### src/rtl/mux4_rr_arbiter.sv
// Round-robin owner arbiter for a shared 4:1 single-bit mux; drives sel and a registered, glitch-free y.
// Optional burst limit per owner is compiled in with `define MUX4_ARB_HOLD_LIMIT_EN (uses MAX_HOLD).
module mux4_rr_arbiter #(
  parameter int MAX_HOLD = 4
) (
  input  logic       clk,
  input  logic       rst_n,
  input  logic [3:0] req,
  input  logic [3:0] a,
  output logic [3:0] grant,
  output logic [1:0] sel,
  output logic       gnt_valid,
  output logic       y
);

  typedef enum logic [0:0] {
    IDLE = 1'b0,
    OWN  = 1'b1
  } state_t;

  if (MAX_HOLD < 1 || MAX_HOLD > 15) begin : g_bad_max_hold
    $error("mux4_rr_arbiter: MAX_HOLD must be in 1..15");
  end

  state_t     state_r, state_nxt_s;
  logic [1:0] ptr_r, ptr_nxt_s;
  logic [3:0] grant_nxt_s;
  logic [1:0] sel_nxt_s;
  logic       gv_nxt_s;
  logic [2:0] pick_s;
  logic       take_new_s;
  logic       go_idle_s;

`ifdef MUX4_ARB_HOLD_LIMIT_EN
  localparam logic [3:0] HOLD_LAST = 4'(MAX_HOLD - 1);
  logic [3:0] hold_r, hold_nxt_s;
`endif

  // First set request bit in the order ptr, ptr+1, ptr+2, ptr+3; returns {found, index}.
  function automatic logic [2:0] rr_pick(input logic [3:0] r, input logic [1:0] p);
    logic [2:0] res;
    logic [1:0] c;
    res = 3'b000;
    c   = 2'b00;
    for (int i = 3; i >= 0; i--) begin
      c = p + 2'(i);
      if (r[c]) begin
        res = {1'b1, c};
      end else begin
        res = res;
      end
    end
    return res;
  endfunction

  // Decide between granting a new winner, going idle, or keeping the current owner.
  always_comb begin
    pick_s     = rr_pick(req, ptr_r);
    take_new_s = 1'b0;
    go_idle_s  = 1'b0;
`ifdef MUX4_ARB_HOLD_LIMIT_EN
    hold_nxt_s = hold_r;
`endif
    case (state_r)
      IDLE: begin
        if (pick_s[2]) begin
          take_new_s = 1'b1;
        end else begin
          go_idle_s = 1'b1;
        end
      end
      OWN: begin
        if (req[sel]) begin
`ifdef MUX4_ARB_HOLD_LIMIT_EN
          // At the limit the owner yields only if someone else is waiting.
          if (hold_r == HOLD_LAST) begin
            if ((req & ~grant) != 4'b0000) begin
              take_new_s = 1'b1;
            end else begin
              hold_nxt_s = 4'd0;
            end
          end else begin
            hold_nxt_s = hold_r + 4'd1;
          end
`else
          take_new_s = 1'b0;
`endif
        end else if (pick_s[2]) begin
          take_new_s = 1'b1;
        end else begin
          go_idle_s = 1'b1;
        end
      end
      default: begin
        go_idle_s = 1'b1;
      end
    endcase
  end

  // Next values for the registered grant/sel/valid and the round-robin pointer.
  always_comb begin
    state_nxt_s = state_r;
    grant_nxt_s = grant;
    sel_nxt_s   = sel;
    gv_nxt_s    = gnt_valid;
    ptr_nxt_s   = ptr_r;
    if (take_new_s) begin
      state_nxt_s = OWN;
      grant_nxt_s = 4'b0001 << pick_s[1:0];
      sel_nxt_s   = pick_s[1:0];
      gv_nxt_s    = 1'b1;
      ptr_nxt_s   = pick_s[1:0] + 2'd1;
    end else if (go_idle_s) begin
      state_nxt_s = IDLE;
      grant_nxt_s = 4'b0000;
      gv_nxt_s    = 1'b0;
    end else begin
      state_nxt_s = state_r;
      grant_nxt_s = grant;
    end
  end

  // State, outputs and pointer; y samples the mux through the already-registered select.
  always_ff @(posedge clk or negedge rst_n) begin
    if (!rst_n) begin
      state_r   <= IDLE;
      grant     <= 4'b0000;
      sel       <= 2'b00;
      gnt_valid <= 1'b0;
      ptr_r     <= 2'b00;
      y         <= 1'b0;
    end else begin
      state_r   <= state_nxt_s;
      grant     <= grant_nxt_s;
      sel       <= sel_nxt_s;
      gnt_valid <= gv_nxt_s;
      ptr_r     <= ptr_nxt_s;
      y         <= gnt_valid ? a[sel] : 1'b0;
    end
  end

`ifdef MUX4_ARB_HOLD_LIMIT_EN
  // Hold counter restarts on every new grant.
  always_ff @(posedge clk or negedge rst_n) begin
    if (!rst_n) begin
      hold_r <= 4'd0;
    end else if (take_new_s) begin
      hold_r <= 4'd0;
    end else begin
      hold_r <= hold_nxt_s;
    end
  end
`endif

endmodule

### config.mk
export PLATFORM = sky130hd
export DESIGN_NAME = mux4_rr_arbiter
export DESIGN_NICKNAME = d
export VERILOG_FILES = /design/src/rtl/mux4_rr_arbiter.sv
export SDC_FILE = /design/constraint.sdc
export NUM_CORES = 1
export LEC_CHECK = 0
export CAP_MARGIN = 20
export CORE_MARGIN = 5
export CORE_UTILIZATION = 38
export DETAILED_ROUTE_END_ITERATION = 16
export HOLD_SLACK_MARGIN = 0.03
export PLACE_DENSITY_LB_ADDON = 0.15
export SETUP_SLACK_MARGIN = 0.5
export SLEW_MARGIN = 20
export SYNTH_ARGS = -nofsm -noshare
export SYNTH_HDL_FRONTEND = slang
export SYNTH_SLANG_ARGS = --single-unit
### constraint.sdc
create_clock -name clk -period 1.75 [get_ports clk]
set_clock_uncertainty 0.15 [all_clocks]
set_input_delay 0.525 -clock clk [delete_from_list [all_inputs] [get_ports clk]]
set_output_delay 0.525 -clock clk [all_outputs]
set_load 0.005 [all_outputs]
==> results.sh, run 1 <==
export IMPL_outcome="finished with violations"
export IMPL_violations="setup timing"
export IMPL_synth_edf_count=0
export IMPL_min_path_type="register to register"
export IMPL_path_delay_family="multiplexers"
export IMPL_leakagePower_nw=0.455
export IMPL_cpPeakStageDelay_ns=0.48
export IMPL_drv_cap=0
export IMPL_cp_endpoint="sel[1]"
export IMPL_synth_cell_area_um2=517
export IMPL_hold_violations=0
export IMPL_rsz0062_at_grt="yes"
export IMPL_synthCells=46
export IMPL_place_congestion=0.744
export IMPL_synth_seq_area_share=0.484
export IMPL_critPathSlowestCell="mux4_2"
export IMPL_syn_nets=56
export IMPL_grt_overflow=0
export IMPL_async_flop_share=1.00
export IMPL_critPathCaptureType="register"
export IMPL_worst_path_stages=5
export IMPL_arrival_ns=1.83
export IMPL_place_ws_ns=-0.532
export IMPL_r2r_slack_ns=-0.07
export IMPL_drc=0
export IMPL_setup_viol=5
export IMPL_syn2layout_area_growth_pct=81.6
export IMPL_synth_ff_type="dfrtp_1"
export IMPL_ys_types=19
export IMPL_drv_slew=0
export IMPL_period_share=1.04
export IMPL_fin_nets=99
export IMPL_cts_clk_slew_worst_paths_ns=0.07
export IMPL_portBuffers=17
export IMPL_grt_usage=0.134
export IMPL_hp_start="grant[2]"
export IMPL_drt_wl_total_um=1300
export IMPL_required_ns=1.76
export IMPL_power_mw=1.42
export IMPL_vias=503
export IMPL_dr_pass1_iters=2
export IMPL_die_height_um=46.9
export IMPL_yosysTopAreaCellShare=0.484
export IMPL_synth_area_leader_cell="dfrtp_1"
export IMPL_r2r_start="sel[1]"
export IMPL_grt_max_degree=11
export IMPL_critPathLaunchType="register"
export IMPL_drtIter0Drc=10
export IMPL_relSlewSlack=0.706
export IMPL_tightest_slew_ns=0.440
export IMPL_crit_chain="buf_6 > mux4_2 > and2_4 > nor2_4 > mux2_4"
export IMPL_fp_row_count=13
export IMPL_antenna_cells=0
export IMPL_first_global_vias=455
export IMPL_stdcell_area_um2=938
export IMPL_fp_dieW_um=46.9
export IMPL_grt_antenna_before_repair=0
export IMPL_path_max_fanout=3
export IMPL_worst_slack_ns=-0.0688
export IMPL_reg2reg_depth=5
export IMPL_synthTopCellsByCount="dfrtp_1, nand2_1, nand2b_1, nor2_1"
export IMPL_cts_buffer_depth=2
export IMPL_vdd_ir_drop_worst_v=0.00107
export IMPL_worstHoldPathCells=2
export IMPL_cp_buffers_inverters=1
export IMPL_avgSynthCellArea_um2=11.2
export IMPL_p_per_area_mw_per_mm2=1510
export IMPL_io_pins=18
export IMPL_place_hpwl_um=917
export IMPL_dieArea_mm2=0.00220
export IMPL_crit_type="register to register"
export IMPL_initial_core_util=0.397
export IMPL_layout_drive_gt1_share=0.568
export IMPL_grt_pass1_wl_um=1970
export IMPL_hold_buffers=0
export IMPL_coreArea_mm2=0.00130
export IMPL_max_freq_ghz=0.550
export IMPL_cts_sinks=10
export IMPL_yosysWarningCount=0
export IMPL_cts_root_buf="clkbuf_4"
export IMPL_rr_endpoint="sel[1]"
export IMPL_clock_latency_ns=0.27
export IMPL_finalSetupTns_ns=-0.215
export IMPL_fin_crit_ns=1.82
export IMPL_synthTopCellsByArea="dfrtp_1, mux4_1, nand2b_1"
export IMPL_cts_buffers_inserted=3
export IMPL_ys_ff_latch=10
export IMPL_ctsHtreeMaxLevel=1
export IMPL_setup_worst_path_start="sel[1]"
export IMPL_tritoncts="yes"
export IMPL_synth_most_common_cell="dfrtp_1"
export IMPL_whs_ns=0.332
export IMPL_via_per_inst=4.88
export IMPL_wl_per_cell_um=12.6
export IMPL_dpl_cell_area_um2=776
export IMPL_ant_nets=0
-- cell usage in the layout (no fill, tap or decap), types with 3 or more instances in the layout --
cell type	instances
buf_4	9
buf_6	16
dlygate4sd2_1	4
nand2b_1	5
nand2_1	5
dfrtp_1	10
buf_2	6
clkbuf_4	3
nor2_1	4
-- worst min-delay path by stage --
stage / slack, ns / end
2_1_floorplan: 0.08 / grant[0]
3_3_place_gp: 0.31 / grant[3]
3_5_place_dp: 0.32 / grant[2]
4_1_cts: 0.34 / grant[3]
5_1_grt: 0.37 / grant[2]
6_report: 0.33 / grant[2]
-- flip-flops by register name (all words and copies together), names as in the netlist --
register	count
ptr_r	2
sel	2
grant	4
y	1
state_r	1
-- power by group --
group	switching, mW	internal (mW)
registers	0.0625	0.326
clock network	0.0803	0.126
logic	0.308	0.517
total	0.450	0.970
-- cell families after synthesis --
group | after synthesis | synth area share
compound gates | 9 | 0.119
flops | 10 | 0.484
mux | 4 | 0.160
buf+inv | 2 | 0.0290
simple gates | 21 | 0.208
-- stage by stage --
step	std cells	utilization
2_1_floorplan	46	-
3_3_place_gp	88	0.596
3_5_place_dp	88	0.596
4_1_cts	100	0.687
5_1_grt	103	0.721
6_report	103	0.721
-- layer usage --
layer	up-vias	track usage	routed length (um)
li1	248	-	-
met1	239	0.159	531
met2	13	0.206	636
met3	3	0.0728	121
met4	0	0.0497	11
met5	-	0	0
-- worst reg2reg max path, cell delays in order (launching register included) --
cell and delay, ns:
dfrtp_1 0.36, buf_6 0.10, mux4_2 0.48, and2_4 0.16, nor2_4 0.14, mux2_4 0.31
-- cell type report --
| cell class | instances | area [um^2] |
|---|---|---|
| sequential | 10 | 250 |
| multi-input combinational | 34 | 277 |
| timing repair buffer | 39 | 353 |
| clock buffer | 4 | 36.3 |
| fill | 98 | 363 |
| inverter | 1 | 3.75 |
| tap | 15 | 18.8 |
-- repair_timing --
action                                  CTS  global route
resized for setup                        62            13
endpoints found under the setup margin   18            18
pin swaps                                 4             3
setup buffers                             8             3
hold endpoints to repair                  0             0
cloned                                    0             0
(Power assumes the default switching activity.)
==> inputs of run 2 (changes only) <==
--- a/config.mk
+++ b/config.mk
@@ -6,8 +6,11 @@
 export NUM_CORES = 1
 export LEC_CHECK = 0
 export CAP_MARGIN = 20
+export CELL_PAD_IN_SITES_DETAIL_PLACEMENT = 0
+export CELL_PAD_IN_SITES_GLOBAL_PLACEMENT = 1
 export CORE_MARGIN = 5
-export CORE_UTILIZATION = 38
+export CORE_UTILIZATION = 29
+export CTS_CLUSTER_SIZE = 28
 export DETAILED_ROUTE_END_ITERATION = 16
 export HOLD_SLACK_MARGIN = 0.03
 export PLACE_DENSITY_LB_ADDON = 0.15
==> constraint.sdc (replaced) <==
create_clock -name clk -period 1.5 [get_ports clk]
set_clock_uncertainty 0.15 [all_clocks]
set_input_delay 0.45 -clock clk [delete_from_list [all_inputs] [get_ports clk]]
set_output_delay 0.45 -clock clk [all_outputs]
set_load 0.005 [all_outputs]
==> run 2 against run 1 <==
The run still ends with setup timing left. Non-clock buffer count increased by 4. Via count up 2.0%. Critical path depth did not move. Wire length rose by 19%. Clock power rose by 20%. Worst hold slack worse by 0.025 ns. Total power grew 32%. Utilization shrank 14 points. Count of clock-buffer cells in the layout unchanged. Sequential power increased by 23%. Flip-flop and latch count stayed put. Largest cell class unchanged. Largest power group unchanged.
==> results.sh, run 2 (synthesis gave the netlist of run 1 again) <==
export IMPL_outcome="finished with violations"
export IMPL_violations="setup timing"
export IMPL_cts_root_buf="clkbuf_4"
export IMPL_portBuffers=17
export IMPL_place_congestion=0.704
export IMPL_rsz0062_at_grt="yes"
export IMPL_drtIter0Drc=6
export IMPL_vias=513
export IMPL_path_max_fanout=3
export IMPL_cts_clk_slew_worst_paths_ns=0.07
export IMPL_die_height_um=52.2
export IMPL_place_hpwl_um=1030
export IMPL_biggestRegsByFlops="grant: 4 flops, ptr_r: 2 flops, sel: 2 flops"
export IMPL_r2r_slack_ns=-0.26
export IMPL_grt_antenna_before_repair=0
export IMPL_leakagePower_nw=0.471
export IMPL_clock_latency_ns=0.27
export IMPL_dieArea_mm2=0.00273
export IMPL_place_inst=102
export IMPL_seqPwrFrac=0.256
export IMPL_max_freq_ghz=0.568
export IMPL_grt_overflow=0
export IMPL_layout_common_cells="buf_4, buf_6, dfrtp_1, buf_2"
export IMPL_fin_nets=103
export IMPL_tritoncts="yes"
export IMPL_tightest_slew_ns=0.413
export IMPL_cts_buffers_inserted=3
export IMPL_nFillCells=162
export IMPL_via_per_inst=4.38
export IMPL_initial_core_util=0.303
export IMPL_largest_register="grant"
export IMPL_fp_dieW_um=52.2
export IMPL_relSlewSlack=0.725
export IMPL_setup_viol=10
export IMPL_whs_ns=0.307
export IMPL_first_global_vias=543
export IMPL_cts_buffer_depth=2
export IMPL_largest_reg_flops=4
export IMPL_reg2reg_depth=4
export IMPL_final_cell_count_no_fill=117
export IMPL_io_pins=18
export IMPL_drc=0
export IMPL_drt_wl_total_um=1550
export IMPL_critPathLaunchType="input pin"
export IMPL_required_ns=1.51
export IMPL_min_path_type="input pin to async pin"
export IMPL_antenna_cells=0
export IMPL_pwr_share_comb=0.612
export IMPL_final_common_cell="buf_4"
export IMPL_fp_row_count=15
export IMPL_critPathCaptureType="register"
export IMPL_switching_share=0.338
export IMPL_worst_slack_ns=-0.259
export IMPL_drv_cap=0
export IMPL_fin_crit_ns=1.76
export IMPL_grt_pass1_wl_um=2370
export IMPL_vdd_ir_drop_worst_v=0.000870
export IMPL_fin_util=0.582
export IMPL_power_switching_uw=633
export IMPL_dr_pass1_iters=4
export IMPL_grt_usage=0.124
export IMPL_wl_per_cell_um=13.3
export IMPL_arrival_ns=1.77
export IMPL_clkPwrFrac=0.132
export IMPL_power_mw=1.87
export IMPL_drv_slew=0
export IMPL_coreArea_mm2=0.00171
export IMPL_grt_max_degree=11
export IMPL_syn2layout_area_growth_pct=92.5
export IMPL_place_ws_ns=-0.714
export IMPL_cts_sinks=10
export IMPL_layout_drive_gt1_share=0.663
export IMPL_p_per_area_mw_per_mm2=1880
export IMPL_ctsHtreeMaxLevel=1
export IMPL_ant_nets=0
export IMPL_crit_type="input pin to register"
export IMPL_hold_violations=0
export IMPL_period_share=1.17
export IMPL_intPower_mw=1.24
-- run 2: per-stage QoR --
step,instance area [um^2],setup TNS (ns)
final,995,-1.95
after floorplan,522,-1.64
after global routing,995,-2.49
after detailed placement,825,-6.04
after global placement,825,-5.87
after CTS,917,-2.13
-- run 2: layout make-up --
type                            count  area (um^2)  share of cell area
Clock buffer                        4         36.3              0.0365
Inverter                            1         3.75             0.00377
Multi-Input combinational cell     34          315               0.317
Sequential cell                    10          250               0.252
Tap cell                           25         31.3              0.0314
Timing Repair Buffer               43          358               0.360
-- run 2: what timing repair did --
item,in CTS,in global routing
pin swaps,5,7
buffers inserted,7,4
resized for setup,54,17
hold buffers,0,0
setup endpoints to repair,18,18
hold endpoints to repair,0,0
-- run 2: final timing paths --
kind / startpoint / to
worst max-delay path: req[1] / sel[1]
worst min-delay path: rst_n / ptr_r[1]
worst max register to register: sel[1] / sel[1]
worst min register to register: grant[3] / grant[3]
max in group asynchronous: rst_n / grant[0]
min in group clk: grant[3] / grant[3]
-- run 2: power groups by stage --
stage               Sequential, mW  Combinational (mW)  Clock (mW)
finish                       0.478                1.14       0.248
global route                 0.500                1.23       0.267
CTS                          0.463               0.957       0.252
detailed placement           0.473               0.808           0
floorplan                    0.471               0.412           0
global placement             0.465               0.796           0
-- run 2: routing by layer --
layer,track usage,part of all wire,vias up
met4,0.0511,0.021,0
li1,-,-,255
met2,0.228,0.56,8
met1,0.132,0.39,246
met5,0,0,-
met3,0.0342,0.023,4
-- run 2: worst max-delay path, stage by stage --
cell and delay, ns:
dlygate4sd2_1 0.24, mux4_2 0.47, and2_4 0.17, nor2_4 0.12
mux2_4 0.31
==> inputs of run 3 (changes only) <==
--- a/config.mk
+++ b/config.mk
@@ -9,7 +9,7 @@
 export CELL_PAD_IN_SITES_DETAIL_PLACEMENT = 0
 export CELL_PAD_IN_SITES_GLOBAL_PLACEMENT = 1
 export CORE_MARGIN = 5
-export CORE_UTILIZATION = 29
+export CORE_UTILIZATION = 32
 export CTS_CLUSTER_SIZE = 28
 export DETAILED_ROUTE_END_ITERATION = 16
 export HOLD_SLACK_MARGIN = 0.03
==> constraint.sdc (replaced) <==
create_clock -name clk -period 1.8 [get_ports clk]
set_clock_uncertainty 0.15 [all_clocks]
set_input_delay 0.54 -clock clk [delete_from_list [all_inputs] [get_ports clk]]
set_output_delay 0.54 -clock clk [all_outputs]
set_load 0.005 [all_outputs]
==> run 3 against run 2 <==
The run still ends with setup timing left. Via count fell by 4.1%. Final area shrank 10%. Non-clock buffer count down 7. Clock power shrank 17%. Worst hold slack gained 0.029 ns. Wire length is 3.7% lower. Utilization up 0.46 points. Global-route usage rose by 0.27 points. Worst setup slack improved by 0.25 ns. Largest cell class unchanged. Highest routed layer unchanged.
==> results.sh, run 3 (synthesis gave the netlist of run 1 again) <==
export IMPL_outcome="finished with violations"
export IMPL_violations="setup timing"
export IMPL_cts_buffers_inserted=3
export IMPL_arrival_ns=1.82
export IMPL_dr_pass1_iters=4
export IMPL_largest_reg_flops=4
export IMPL_ant_nets=0
export IMPL_critPathCaptureType="register"
export IMPL_critPathLaunchType="register"
export IMPL_max_freq_ghz=0.553
export IMPL_io_pins=18
export IMPL_grt_max_degree=11
export IMPL_drc=0
export IMPL_switching_share=0.329
export IMPL_clkPwrFrac=0.152
export IMPL_setup_viol=3
export IMPL_tritoncts="yes"
export IMPL_required_ns=1.82
export IMPL_worst_slack_ns=-0.00931
export IMPL_relSlewSlack=0.689
export IMPL_cts_clk_slew_worst_paths_ns=0.07
export IMPL_min_path_type="register to register"
export IMPL_period_share=1.01
export IMPL_cts_root_buf="clkbuf_4"
export IMPL_largest_register="grant"
export IMPL_layout_drive_gt1_share=0.518
export IMPL_p_per_area_mw_per_mm2=1520
export IMPL_cts_sinks=10
export IMPL_fp_row_count=14
export IMPL_path_max_fanout=3
export IMPL_grt_overflow=0
export IMPL_multi_input_area_um2=272
export IMPL_finalSetupTns_ns=-0.0230
export IMPL_first_global_vias=506
export IMPL_vias=492
export IMPL_fin_nets=96
export IMPL_drv_slew=0
export IMPL_drt_wl_total_um=1500
export IMPL_power_switching_uw=446
export IMPL_pwr_share_comb=0.569
export IMPL_tightest_slew_ns=0.466
export IMPL_crit_type="register to register"
export IMPL_grt_antenna_before_repair=0
export IMPL_vdd_ir_drop_worst_v=0.000893
export IMPL_syn2layout_area_growth_pct=73.1
export IMPL_wl_per_cell_um=14.8
export IMPL_portBuffers=17
export IMPL_biggestRegsByFlops="grant: 4 flops, ptr_r: 2 flops, sel: 2 flops"
export IMPL_final_common_cell="buf_6"
export IMPL_dieArea_mm2=0.00252
export IMPL_via_per_inst=4.87
export IMPL_place_congestion=0.716
export IMPL_layout_common_cells="buf_6, dfrtp_1, buf_2, buf_4, nand2_1"
export IMPL_leakagePower_nw=0.429
export IMPL_regArea_um2=250
export IMPL_grt_usage=0.127
export IMPL_drv_cap=0
export IMPL_place_hpwl_um=948
export IMPL_antenna_cells=0
export IMPL_rsz0062_at_grt="yes"
export IMPL_fin_crit_ns=1.81
export IMPL_fp_dieW_um=50.2
export IMPL_seqPwrFrac=0.279
export IMPL_grt_pass1_wl_um=2350
export IMPL_coreArea_mm2=0.00152
export IMPL_initial_core_util=0.339
export IMPL_clock_latency_ns=0.27
export IMPL_drtIter0Drc=16
export IMPL_die_height_um=50.2
export IMPL_cts_buffer_depth=2
export IMPL_ctsHtreeMaxLevel=1
export IMPL_hold_violations=0
export IMPL_power_mw=1.36
export IMPL_nFillCells=143
export IMPL_intPower_uw=910
## run 3: path summary, 6_finish.rpt
check	endpoint	startpoint	slack [ns]	depth (start not counted)
worst max register to register	sel[0]	sel[1]	-0.009	5
worst min register to register	grant[3]	grant[3]	0.34	2
worst min-delay path	grant[3]	grant[3]	0.34	2
min in group asynchronous	sel[1]	rst_n	0.43	1
worst max-delay path	sel[0]	sel[1]	-0.009	5
max in group asynchronous	ptr_r[1]	rst_n	0.75	1
## run 3: per-layer routing
layer,part of all wire,vias up,GRT usage
met5,0,-,0
met4,0.018,0,0.0480
met3,0.067,4,0.0680
met2,0.54,15,0.215
met1,0.38,231,0.130
li1,-,242,-
## run 3: what timing repair did
item,CTS,global route
setup buffers,8,1
hold endpoints to repair,0,0
pin swaps,4,3
gates resized for setup,67,5
hold buffers,0,0
endpoints found under the setup margin,18,18
## run 3: final cells by class
type,instances,area share
timing repair buffer,36,0.350
inverter,1,0.00420
tap,16,0.0224
sequential,10,0.280
multi-input combinational,34,0.303
clock buffer,4,0.0406
## run 3: worst max-delay path: stages, from the launching register on
cell,delay (ns)
dfrtp_1,0.35
buf_4,0.11
mux4_2,0.49
and2_4,0.17
nor2_4,0.13
mux2_4,0.31
## run 3: stage by stage
step,instance area (um^2),instances,util,hold WS (ns),setup WS [ns]
after floorplan,515,46,-,0.0944,-0.174
after global placement,769,88,0.505,0.328,-0.498
after detailed placement,769,88,0.505,0.327,-0.496
after CTS,877,100,0.576,0.338,-0.0287
after global routing,895,101,0.587,0.378,-0.0759
final,895,101,0.587,0.336,-0.00931
## run 3: power by group through the flow
stage / Clock (mW) / Sequential (mW) / Combinational [mW]
final: 0.207 / 0.378 / 0.771
after global routing: 0.226 / 0.392 / 0.828
after CTS: 0.211 / 0.376 / 0.744
after detailed placement: 0 / 0.396 / 0.600
after global placement: 0 / 0.393 / 0.598
after floorplan: 0 / 0.392 / 0.334
